==> src/rtl/pipeline_hazard_ctrl.sv <==
`default_nettype none
// ============================================================================
// Module      : pipeline_hazard_ctrl
// Description : Hazard, forwarding and sequencing controller for an in-order
//               core with a configurable number of post-decode stages. Keeps
//               a shadow pipeline of register tags and derives stalls,
//               flushes, forwarding selects and the execute hold from it.
// Revision    : 1.0 - initial release
// ============================================================================
module pipeline_hazard_ctrl #(
    parameter int NUM_STAGES = 3,
    parameter int REG_AW     = 5,
    parameter int CNT_W      = 32,
    parameter int FW         = $clog2(NUM_STAGES)
) (
    input  logic                  clk,
    input  logic                  rst,
    input  logic                  valid_d,
    input  logic [REG_AW-1:0]     rs1_d,
    input  logic [REG_AW-1:0]     rs2_d,
    input  logic [REG_AW-1:0]     rd_d,
    input  logic                  regwrite_d,
    input  logic                  is_load_d,
    input  logic                  redirect_e,
    input  logic                  ex_busy_e,
    output logic                  stall_f,
    output logic                  stall_d,
    output logic                  flush_d,
    output logic                  flush_e,
    output logic                  hold_e,
    output logic [FW-1:0]         fwd_a_e,
    output logic [FW-1:0]         fwd_b_e,
    output logic [NUM_STAGES-1:0] stage_valid,
    output logic [CNT_W-1:0]      stall_cnt,
    output logic [CNT_W-1:0]      flush_cnt
);

    // Shadow pipeline, index 0 = Execute
    logic [NUM_STAGES-1:0] r_valid;
    logic [REG_AW-1:0]     r_rs1      [NUM_STAGES];
    logic [REG_AW-1:0]     r_rs2      [NUM_STAGES];
    logic [REG_AW-1:0]     r_rd       [NUM_STAGES];
    logic                  r_regwrite [NUM_STAGES];
    logic                  r_is_load  [NUM_STAGES];
    logic [CNT_W-1:0]      r_stall_cnt;
    logic [CNT_W-1:0]      r_flush_cnt;

    logic [NUM_STAGES-1:0] w_writer;
    logic                  w_busy;
    logic                  w_redir;
    logic                  w_lu;
    logic                  w_lu_stall;
    logic [FW-1:0]         w_fwd_a;
    logic [FW-1:0]         w_fwd_b;

    // An entry produces a register result only if valid, writing and rd != x0
    genvar gk;
    generate
        for (gk = 0; gk < NUM_STAGES; gk++) begin : g_writer
            assign w_writer[gk] = r_valid[gk] & r_regwrite[gk] & (r_rd[gk] != '0);
        end
    endgenerate

    // Busy and redirect only mean something when Execute holds a real
    // instruction; this also makes all outputs zero right after reset.
    assign w_busy  = r_valid[0] & ex_busy_e;
    assign w_redir = r_valid[0] & redirect_e & ~ex_busy_e;
    assign w_lu    = valid_d & w_writer[0] & r_is_load[0] &
                     (((rs1_d != '0) && (rs1_d == r_rd[0])) ||
                      ((rs2_d != '0) && (rs2_d == r_rd[0])));
    assign w_lu_stall = w_lu & ~w_busy & ~w_redir;

    assign stall_f = w_busy | w_lu_stall;
    assign stall_d = w_busy | w_lu_stall;
    assign flush_d = w_redir;
    assign flush_e = w_redir | w_lu_stall;
    assign hold_e  = w_busy;

    // Forward select: scan oldest to youngest so the youngest producer wins
    always_comb begin
        w_fwd_a = '0;
        w_fwd_b = '0;
        for (int k = NUM_STAGES - 1; k >= 1; k--) begin
            if (w_writer[k] && (r_rs1[0] != '0) && (r_rd[k] == r_rs1[0]))
                w_fwd_a = FW'(k);
            if (w_writer[k] && (r_rs2[0] != '0) && (r_rd[k] == r_rs2[0]))
                w_fwd_b = FW'(k);
        end
        if (!r_valid[0]) begin
            w_fwd_a = '0;
            w_fwd_b = '0;
        end
    end

    assign fwd_a_e     = w_fwd_a;
    assign fwd_b_e     = w_fwd_b;
    assign stage_valid = r_valid;
    assign stall_cnt   = r_stall_cnt;
    assign flush_cnt   = r_flush_cnt;

    // Advance the shadow pipeline and the saturating event counters
    always_ff @(posedge clk) begin
        if (rst) begin
            r_valid     <= '0;
            r_stall_cnt <= '0;
            r_flush_cnt <= '0;
            for (int k = 0; k < NUM_STAGES; k++) begin
                r_rs1[k]      <= '0;
                r_rs2[k]      <= '0;
                r_rd[k]       <= '0;
                r_regwrite[k] <= 1'b0;
                r_is_load[k]  <= 1'b0;
            end
        end else begin
            // Stages 2 and up always advance; the last entry retires
            for (int k = 2; k < NUM_STAGES; k++) begin
                r_valid[k]    <= r_valid[k-1];
                r_rs1[k]      <= r_rs1[k-1];
                r_rs2[k]      <= r_rs2[k-1];
                r_rd[k]       <= r_rd[k-1];
                r_regwrite[k] <= r_regwrite[k-1];
                r_is_load[k]  <= r_is_load[k-1];
            end
            if (w_busy) begin
                // Execute holds its instruction, a bubble leaves behind it
                r_valid[1] <= 1'b0;
            end else begin
                r_valid[1]    <= r_valid[0];
                r_rs1[1]      <= r_rs1[0];
                r_rs2[1]      <= r_rs2[0];
                r_rd[1]       <= r_rd[0];
                r_regwrite[1] <= r_regwrite[0];
                r_is_load[1]  <= r_is_load[0];
                if (w_redir || w_lu_stall) begin
                    r_valid[0] <= 1'b0;
                end else begin
                    r_valid[0]    <= valid_d;
                    r_rs1[0]      <= rs1_d;
                    r_rs2[0]      <= rs2_d;
                    r_rd[0]       <= rd_d;
                    r_regwrite[0] <= regwrite_d;
                    r_is_load[0]  <= is_load_d;
                end
            end
            if (stall_f && (r_stall_cnt != '1))
                r_stall_cnt <= r_stall_cnt + CNT_W'(1);
            if (flush_d && (r_flush_cnt != '1))
                r_flush_cnt <= r_flush_cnt + CNT_W'(1);
        end
    end

endmodule
`default_nettype wire

==> config.mk <==
export PLATFORM = sky130hd
export DESIGN_NAME = pipeline_hazard_ctrl
export DESIGN_NICKNAME = d
export VERILOG_FILES = /design/src/rtl/pipeline_hazard_ctrl.sv
export SDC_FILE = /design/constraint.sdc
export NUM_CORES = 1
export LEC_CHECK = 0
export CAP_MARGIN = 20
export CORE_UTILIZATION = 40
export CTS_CLUSTER_SIZE = 16
export DETAILED_ROUTE_END_ITERATION = 8
export PLACE_DENSITY = 0.64
export SYNTH_ARGS = -nofsm -noshare
export SYNTH_HDL_FRONTEND = slang
export SYNTH_SLANG_ARGS = --single-unit
==> constraint.sdc <==
create_clock -name clk -period 7.3 [get_ports clk]
set_input_delay 2.19 -clock clk [delete_from_list [all_inputs] [get_ports clk]]
set_output_delay 2.19 -clock clk [all_outputs]
set_load 0.005 [all_outputs]
==> impl_metrics.toml, run 1 <==
[synthesis]
synthCells = 514
prevailing_post_synth_register_cell = "sky130_fd_sc_hd__dfxtp_1"
postSynth.asyncResetShare_pct = 0
post_synth_instance_area_sq_um = 4845
post-synth-top-area-cell = "sky130_fd_sc_hd__dfxtp_1"
yosys.cell_types.count = 54
synth.avg_cell_area_sq_um = 9.425
yosys_register_bits = 96
synth_edf_count = 29
seq_area_frac_synth_pct = 45.66
synth_top_area_share_pct = 27.69
synth_warnings = 0
synth_top_cells_by_area = "sky130_fd_sc_hd__dfxtp_1 28%, sky130_fd_sc_hd__edfxtp_1 18%, sky130_fd_sc_hd__xnor2_1 6.3%"

[placement]
dp_hpwl_um = 8464
dpl-instance-area_sq_um = 5937
placed_cells_incl_taps = 742
io_buffer_count = 97
gp_congestion = 0.8858

[global_route]
grt_pass1_vias = 3945
grt_first_pass_wirelength_um = 19890
largest_net_degree_at_the_start_of_global_routing = 73
globalRouteOverflowTotal = 0
track_usage_pct = 19.97
antenna_found_initial = 0

[clock_tree]
cts.root.buffer_cell = "sky130_fd_sc_hd__clkbuf_16"
numCtsBuffers = 9
ctsResizeCount = 0
postCtsSetupBuffers = 0
cts.clk_slew.worst_paths_ns = 0.06
cts_hold_repair.buffers = 0
number_of_clock_sinks_seen_by_cts = 96
htree_levels = 3
tritoncts = "done"
clock_insertion_delay_worst_skew_ns = 0.35
cts.path.max_buffers = 2

[power]
total_power_w = 0.001110
comb_power_share_pct = 7.3
clockPowerShare_pct = 40.0
net-switching-power_w = 0.0002528
pwr_density_cell_nw_per_um2 = 178.6
internal_power_w = 0.0008576
cellLeakagePower_nw = 2.101
vdd_drop_max_mv = 0.08315
power_frac_seq_pct = 52.7
swShare_pct = 22.77

[floorplan]
std_cell_rows = 39
core_area_sq_um = 11610
floorplan.io_pins = 98
chip_width_um = 112.1
die_h_um = 112.1
die_area_sq_um = 12560
initial_utilization_pct = 41.72

[routing]
drtAntennaViolNets = 0
detail_route.iter0.violations = 199
totalWireLength_um = 12000
viasPerCell = 5.343
drc_errors = 7
num_vias = 4055
wire_per_inst_um = 15.81
detailedRoute.firstPassIterationCount = 6

[sta]
min_period_ns = 6.449
slew_viol_final = 0
rsz0062_at_grt = "no"
report.final.hold_viol_count = 0
timing.fmax_mhz = 155.1
maxSlewHeadroom_pct = 38.62
finalSetupViolCount = 0
worst_slew_pin_tran_ns = 0.9157
fin_crit_sh_pct = 88.34
final.setup_skew_ns = 0.005668
tns_ns = 0

[setup_path]
startpoint_type = "input port"
cp.required_ns = 5.11
critPathMaxFanout = 3
crit_type = "input port to primary output"
worst-endpoint-arrival_ns = 4.26
critPathCaptureType = "primary output"

[final_layout]
sequential_cell_area_in_the_final_layout_sq_um = 2212
fin_nets = 635
insertedDiodeCount = 0
layout-area-overhead-vs-synth_pct = 28.33
post_route_cells_drive_above_1_share_pct = 6.981
stdcell_area_sq_um = 6217
n_fill_cell = 1086
multi_input_gate_area_sq_um = 2517
post_layout_nonfiller_instances = 759

[outcome]
failed_checks = "design-rule violations"
result_of_the_run = "complete, but fails checks"

[job]
max-cap-violations = 0

[worst_hold_path]
timing.hold.worst.class = "flip-flop to flip-flop"
cell usage in the layout, fill, tap and decap left out, drive strengths merged, types with 2 or more instances in the layout:
master         instances
clkdlybuf4s50         96
dfxtp                 67
nor2                  64
nor2b                 41
xnor2                 35
edfxtp                29
xor2                  28
nand4                 25
nor4                  22
nand2                 21
nand3                 21
clkbuf                17
o21ai                 16
a21oi                 15
or3                   12
and3                  11
mux2                  11
nor3                  10
inv                    8
or4                    7
conb                   6
and4                   6
a31o                   5
buf                    5
and2                   5
nand2b                 4
o211ai                 3
or2                    3
nor4b                  3
nand3b                 2
o2111ai                2
o21bai                 2
o31ai                  2
ha                     2
critical path: stages:
cell and delay [ns]:
sky130_fd_sc_hd__clkdlybuf4s50_1 0.45, sky130_fd_sc_hd__nor4_1 0.31, sky130_fd_sc_hd__o21ai_1 0.18, sky130_fd_sc_hd__a221oi_1 0.49, sky130_fd_sc_hd__nor2_1 0.16, sky130_fd_sc_hd__clkdlybuf4s50_1 0.48
final timing paths:
check | end | depth (start not counted) | slack, ns | startpoint
worst max-delay path | stall_f | 6 | 0.85 | rs1_d[0]
worst min-delay path | stall_cnt[31] | 2 | 0.50 | stall_cnt[31]
worst max register to register | stall_cnt[12] | 7 | 4.36 | r_rd[0][0]
worst min register to register | stall_cnt[31] | 2 | 0.50 | stall_cnt[31]
cell type report:
cell class	count	area share, %
clock buffers	16	4.387
inverters	8	0.4830
multi-input cells	394	40.49
flip-flops and latches	96	35.58
well taps	143	2.878
repair buffers	102	16.18
state kept, by name (all words and copies together) (netlist names):
register and flops:
flush_cnt 32, r_is_load 1, r_rd 15, r_regwrite 3, r_rs1 5, r_rs2 5, stage_valid 3, stall_cnt 32
power groups by stage:
| stage | logic [W] | clock network [W] | registers, W |
|---|---|---|---|
| after global routing | 0.0000893 | 0.000476 | 0.000587 |
| final | 0.0000810 | 0.000444 | 0.000585 |
| after CTS | 0.0000818 | 0.000455 | 0.000585 |
| after detailed placement | 0.0000814 | 0 | 0.000596 |
| after floorplan | 0.0000525 | 0 | 0.000589 |
| after global placement | 0.0000792 | 0 | 0.000597 |
routing by layer:
| layer | wire, um | GRT usage [%] |
|---|---|---|
| met1 | 5631 | 26.25 |
| met5 | 0 | 0 |
| met4 | 272 | 9.689 |
| met3 | 683 | 5.076 |
| met2 | 5414 | 30.72 |
kinds of logic after synthesis:
group	after synthesis	share of synthesized area, %
compound gates	51	6.508
xor+xnor	63	11.39
fa+ha+maj	2	0.5164
buf+inv	29	2.763
flops	96	45.66
mux	12	2.763
other cells	1	0.07741
simple gates	260	30.32
stage by stage:
step           worst slack [ns]  hold slack [ns]  util (%)
3_3_place_gp             0.8837           0.4801     51.12
3_5_place_dp             0.8364           0.4988     51.12
4_1_cts                  0.8270           0.5095     53.47
2_1_floorplan             1.780           0.4767         -
6_report                 0.8511           0.5009     53.53
5_1_grt                  0.7468           0.5281     53.53
synthesized netlist by cell type, types with 13 or more instances:
cell,n
sky130_fd_sc_hd__dfxtp_1,67
sky130_fd_sc_hd__nor2_1,64
sky130_fd_sc_hd__nor2b_1,41
sky130_fd_sc_hd__xnor2_1,35
sky130_fd_sc_hd__edfxtp_1,29
sky130_fd_sc_hd__xor2_1,28
sky130_fd_sc_hd__nand4_1,25
sky130_fd_sc_hd__nand2_1,21
sky130_fd_sc_hd__nand3_1,21
sky130_fd_sc_hd__nor4_1,19
sky130_fd_sc_hd__a21oi_1,15
sky130_fd_sc_hd__clkbuf_1,15
sky130_fd_sc_hd__o21ai_0,13
No activity file was read; power rests on OpenSTA's default activity.
==> inputs of run 2 (changes only) <==
--- a/config.mk
+++ b/config.mk
@@ -5,11 +5,11 @@
 export SDC_FILE = /design/constraint.sdc
 export NUM_CORES = 1
 export LEC_CHECK = 0
-export CAP_MARGIN = 20
-export CORE_UTILIZATION = 40
+export CORE_ASPECT_RATIO = 0.5
+export CORE_UTILIZATION = 44
 export CTS_CLUSTER_SIZE = 16
 export DETAILED_ROUTE_END_ITERATION = 8
-export PLACE_DENSITY = 0.64
+export PLACE_DENSITY = 0.69
 export SYNTH_ARGS = -nofsm -noshare
 export SYNTH_HDL_FRONTEND = slang
 export SYNTH_SLANG_ARGS = --single-unit
==> impl_metrics.toml, run 2 (same netlist as run 1, synthesis figures left out) <==
[clock_tree]
numCtsBuffers = 9
cts_hold_repair.buffers = 0
postCtsSetupBuffers = 0
cts.clk_slew.worst_paths_ns = 0.06
tritoncts = "done"
cts.path.max_buffers = 2
clock_insertion_delay_worst_skew_ns = 0.34
cts.root.buffer_cell = "sky130_fd_sc_hd__clkbuf_16"
htree_levels = 3
ctsResizeCount = 0
number_of_clock_sinks_seen_by_cts = 96

[global_route]
grt_pass1_vias = 3714
antenna_found_initial = 0
grt_first_pass_wirelength_um = 18510
globalRouteOverflowTotal = 0
largest_net_degree_at_the_start_of_global_routing = 113
track_usage_pct = 20.53

[setup_path]
worst_path_max_delay_cell = "sky130_fd_sc_hd__clkdlybuf4s50_1"
r2r-start = "r_rd[0][0]"
critPathMostFrequentCell = "sky130_fd_sc_hd__clkdlybuf4s50_1"
critPathMaxFanout = 3
max_stage_delay_ns = 0.56
worst-endpoint-arrival_ns = 4.24
critPathCaptureType = "primary output"
startpoint_type = "input port"
cp.required_ns = 5.11
worstPathCellList = "clkdlybuf4s50_1 -> xor2_1 -> nor4_4 -> a221oi_1 -> nor2_1 -> clkdlybuf4s50_1"
crit_type = "input port to primary output"
crit_start = "rs2_d[2]"

[routing]
wire_per_inst_um = 15.31
drtAntennaViolNets = 0
totalWireLength_um = 11540
drc_errors = 0
num_vias = 4040
detail_route.iter0.violations = 194
detailedRoute.firstPassIterationCount = 4
viasPerCell = 5.358

[sta]
tns_ns = 0
finalSetupViolCount = 0
timing.fmax_mhz = 155.4
final.setup_skew_ns = 0.009361
min_period_ns = 6.435
worst_slew_pin_tran_ns = 1.098
rsz0062_at_grt = "no"
maxSlewHeadroom_pct = 26.79
fin_crit_sh_pct = 88.15
report.final.hold_viol_count = 0
slew_viol_final = 0

[placement]
dp_hpwl_um = 8189
dpl-instance-area_sq_um = 5926
placed_cells_incl_taps = 738
io_buffer_count = 97
gp_congestion = 0.9005

[final_layout]
post_layout_nonfiller_instances = 754
stdcell_area_sq_um = 6228
insertedDiodeCount = 0
fin_nets = 633
layout-area-overhead-vs-synth_pct = 28.56
post_route_cells_drive_above_1_share_pct = 7.166
mostFrequentLayoutCell = "sky130_fd_sc_hd__clkdlybuf4s50_1"
layout_common_cells = "96 x sky130_fd_sc_hd__clkdlybuf4s50_1, 67 x sky130_fd_sc_hd__dfxtp_1, 64 x sky130_fd_sc_hd__nor2_1"
postLayoutCoreUtil_pct = 59.65

[floorplan]
die_area_sq_um = 11460
chip_width_um = 150.4
initial_utilization_pct = 46.39
floorplan.io_pins = 98
die_h_um = 76.20
std_cell_rows = 26
core_area_sq_um = 10440

[power]
cellLeakagePower_nw = 2.105
vdd_drop_max_mv = 0.1170
total_power_w = 0.001135
pwr_density_cell_nw_per_um2 = 182.2

[worst_hold_path]
timing.hold.worst.class = "flip-flop to flip-flop"
min_from = "stage_valid[1]"

[job]
max-cap-violations = 0

[outcome]
result_of_the_run = "finished clean"
[run 2: changes by cell type in the layout (fill, tap and decap cells not counted)]
cell	before	now
sky130_fd_sc_hd__clkbuf_4	1	0
sky130_fd_sc_hd__clkinvlp_4	0	1
sky130_fd_sc_hd__clkbuf_16	9	10
sky130_fd_sc_hd__clkbuf_1	4	1
sky130_fd_sc_hd__inv_6	0	1
sky130_fd_sc_hd__buf_4	5	4
sky130_fd_sc_hd__clkinv_2	0	1
sky130_fd_sc_hd__clkbuf_2	1	0
[run 2: worst paths after layout]
kind,slack [ns],endpoint,depth (start not counted)
max,0.87,stall_d,6
min,0.51,stage_valid[2],1
max reg2reg,4.36,stall_cnt[12],7
min reg2reg,0.51,stage_valid[2],1
[run 2: critical path, delay by kind of cell]
family | cells | cell delay [ns]
AO/OA/AOI/OAI | 1 | 0.18
XOR/XNOR | 1 | 0.20
buffers and inverters | 2 | 1.03
AND/OR/NAND/NOR | 2 | 0.64
[run 2: power by group]
part	leakage [nW]	total [W]	internal, W	switching, W
logic	1.10	0.0000813	0.0000400	0.0000413
clock network	0.147	0.000469	0.000271	0.000198
registers	0.863	0.000584	0.000565	0.0000191
total	2.11	0.00113	0.000877	0.000258
[run 2: per-layer routing]
layer | vias to the layer above | global-route usage [%] | part of all wire [%]
met1 | 1888 | 25.81 | 46
met3 | 21 | 5.629 | 5.2
met4 | 0 | 6.667 | 1.5
li1 | 2022 | - | -
met5 | - | 0 | 0
met2 | 109 | 33.96 | 47
[run 2: cell type report]
class / count / area [sq um]
clock inverter: 3 / 21.27
sequential: 96 / 2212
clock buffer: 13 / 281.5
tap: 140 / 175.2
multi-input combinational: 394 / 2517
fill: 913 / 4214
timing repair buffer: 100 / 991.0
inverter: 8 / 30.03
[run 2: per-stage QoR]
stage	hold slack, ns	worst slack [ns]
CTS	0.5086	0.7920
finish	0.5063	0.8650
detailed placement	0.4994	0.7968
global route	0.5298	0.7352
global placement	0.4768	0.8442
floorplan	0.4767	1.780
==> inputs of run 3 (changes only) <==
--- a/config.mk
+++ b/config.mk
@@ -6,10 +6,11 @@
 export NUM_CORES = 1
 export LEC_CHECK = 0
 export CORE_ASPECT_RATIO = 0.5
-export CORE_UTILIZATION = 44
+export CORE_UTILIZATION = 35
 export CTS_CLUSTER_SIZE = 16
 export DETAILED_ROUTE_END_ITERATION = 8
-export PLACE_DENSITY = 0.69
+export PLACE_DENSITY = 0.57
+export RECOVER_POWER = 100
 export SYNTH_ARGS = -nofsm -noshare
 export SYNTH_HDL_FRONTEND = slang
 export SYNTH_SLANG_ARGS = --single-unit
==> impl_metrics.toml, run 3 (same netlist as run 1, synthesis figures left out) <==
[clock_tree]
cts.root.buffer_cell = "sky130_fd_sc_hd__clkbuf_16"
htree_levels = 3
number_of_clock_sinks_seen_by_cts = 96
cts.path.max_buffers = 2
postCtsSetupBuffers = 0
cts_hold_repair.buffers = 0
tritoncts = "done"
cts.clk_slew.worst_paths_ns = 0.07
clock_insertion_delay_worst_skew_ns = 0.34
ctsResizeCount = 0
numCtsBuffers = 9

[sta]
timing.fmax_mhz = 148.2
final.setup_skew_ns = 0.007796
worst_hold_margin_ns = 0.4956
maxSlewHeadroom_pct = -105.5
slew_viol_final = 140
fin_crit_sh_pct = 92.41
tns_ns = 0
worst_slew_pin_tran_ns = 3.082
rsz0062_at_grt = "no"
report.final.hold_viol_count = 0
min_period_ns = 6.746
finalSetupViolCount = 0

[setup_path]
worst-endpoint-arrival_ns = 4.56
worstPathCellList = "dlygate4sd3_1 -> nor4_1 -> o21ai_0 -> a221oi_1 -> nor2_1 -> dlygate4sd3_1"
critPathMostFrequentCell = "sky130_fd_sc_hd__dlygate4sd3_1"
worst_path_max_delay_cell = "sky130_fd_sc_hd__dlygate4sd3_1"
startpoint_type = "input port"
crit_type = "input port to primary output"
worst-path-buf-inv = 2
max_stage_delay_ns = 0.62
r2r-start = "r_rd[0][0]"
cp.required_ns = 5.11
critPathCaptureType = "primary output"
crit_start = "rs1_d[0]"
timing.critical_path.max_delay_family = "buffers and inverters"
critPathMaxFanout = 3

[floorplan]
die_area_sq_um = 14340
core_area_sq_um = 13060
initial_utilization_pct = 37.09
die_h_um = 85.19
std_cell_rows = 29
chip_width_um = 168.4
floorplan.io_pins = 98

[global_route]
globalRouteOverflowTotal = 0
antenna_found_initial = 0
grt_pass1_vias = 3778
track_usage_pct = 17.18
grt_first_pass_wirelength_um = 19390
largest_net_degree_at_the_start_of_global_routing = 72

[routing]
num_vias = 4036
drc_errors = 0
drtAntennaViolNets = 0
wire_per_inst_um = 15.26
detail_route.iter0.violations = 227
detailedRoute.firstPassIterationCount = 4
viasPerCell = 5.141
totalWireLength_um = 11980

[power]
cellLeakagePower_nw = 2.374
vdd_drop_max_mv = 0.09015
pwr_density_cell_nw_per_um2 = 186.9

[final_layout]
post_route_cells_drive_above_1_share_pct = 6.179
layout_common_cells = "76 x sky130_fd_sc_hd__dlygate4sd3_1, 67 x sky130_fd_sc_hd__dfxtp_1, 64 x sky130_fd_sc_hd__nor2_1"
mostFrequentLayoutCell = "sky130_fd_sc_hd__dlygate4sd3_1"
insertedDiodeCount = 0
layout-area-overhead-vs-synth_pct = 29.13
fin_nets = 634
sequential_cell_area_in_the_final_layout_sq_um = 2212
multi_input_gate_area_sq_um = 2491
n_fill_cell = 1284

[job]
max-cap-violations = 4

[worst_hold_path]
timing.hold.worst.class = "flip-flop to flip-flop"
min_from = "stage_valid[1]"

[placement]
gp_congestion = 0.7913
dp_hpwl_um = 8753
io_buffer_count = 97

[outcome]
result_of_the_run = "complete, but fails checks"
failed_checks = "max-capacitance violations, max-slew violations"
-- run 3: cell types whose count changed in the layout (fill, tap and decap cells not counted), sizes merged --
| cell | before | now |
|---|---|---|
| clkbuf | 13 | 17 |
| clkinvlp | 1 | 0 |
| bufinv | 0 | 1 |
| buf | 4 | 1 |
| clkdlybuf4s50 | 96 | 20 |
| dlygate4sd3 | 0 | 76 |
-- run 3: worst paths after layout --
path	end	slack, ns	depth (start not counted)
worst max register to register	stall_cnt[17]	3.48	7
worst min-delay path	stage_valid[2]	0.50	1
worst min register to register	stage_valid[2]	0.50	1
worst max-delay path	stall_f	0.55	6
-- run 3: layer usage --
| layer | GRT usage [%] | share of wire (%) |
|---|---|---|
| met5 | 0 | 0 |
| met4 | 4.959 | 1.2 |
| met3 | 3.498 | 4.3 |
| met2 | 28.18 | 46 |
| met1 | 23.04 | 49 |
-- run 3: power by group --
group | internal (W) | switching (W) | total, W
combinational | 0.0000386 | 0.0000394 | 0.0000780
sequential | 0.000565 | 0.0000184 | 0.000584
clock | 0.000306 | 0.000201 | 0.000507
total | 0.000910 | 0.000259 | 0.00117
-- run 3: area by class of cell --
class	count	share of cell area [%]
well taps	170	3.400
clock buffers	13	4.500
flip-flops and latches	96	35.36
inverters	8	0.4800
repair buffers	101	15.72
clock inverters	3	0.7200
multi-input cells	394	39.82
-- run 3: stage by stage --
stage,util (%),instance area [sq um],cells,total power [W],setup WS (ns)
after global routing,47.89,6256,785,0.001219,0.3299
after detailed placement,45.71,5971,769,0.0006772,0.7104
after floorplan,-,4863,519,0.0006413,1.780
after CTS,48.21,6297,785,0.001188,0.7017
after global placement,45.71,5971,769,0.0006768,0.7241
final,47.89,6256,785,0.001169,0.5540
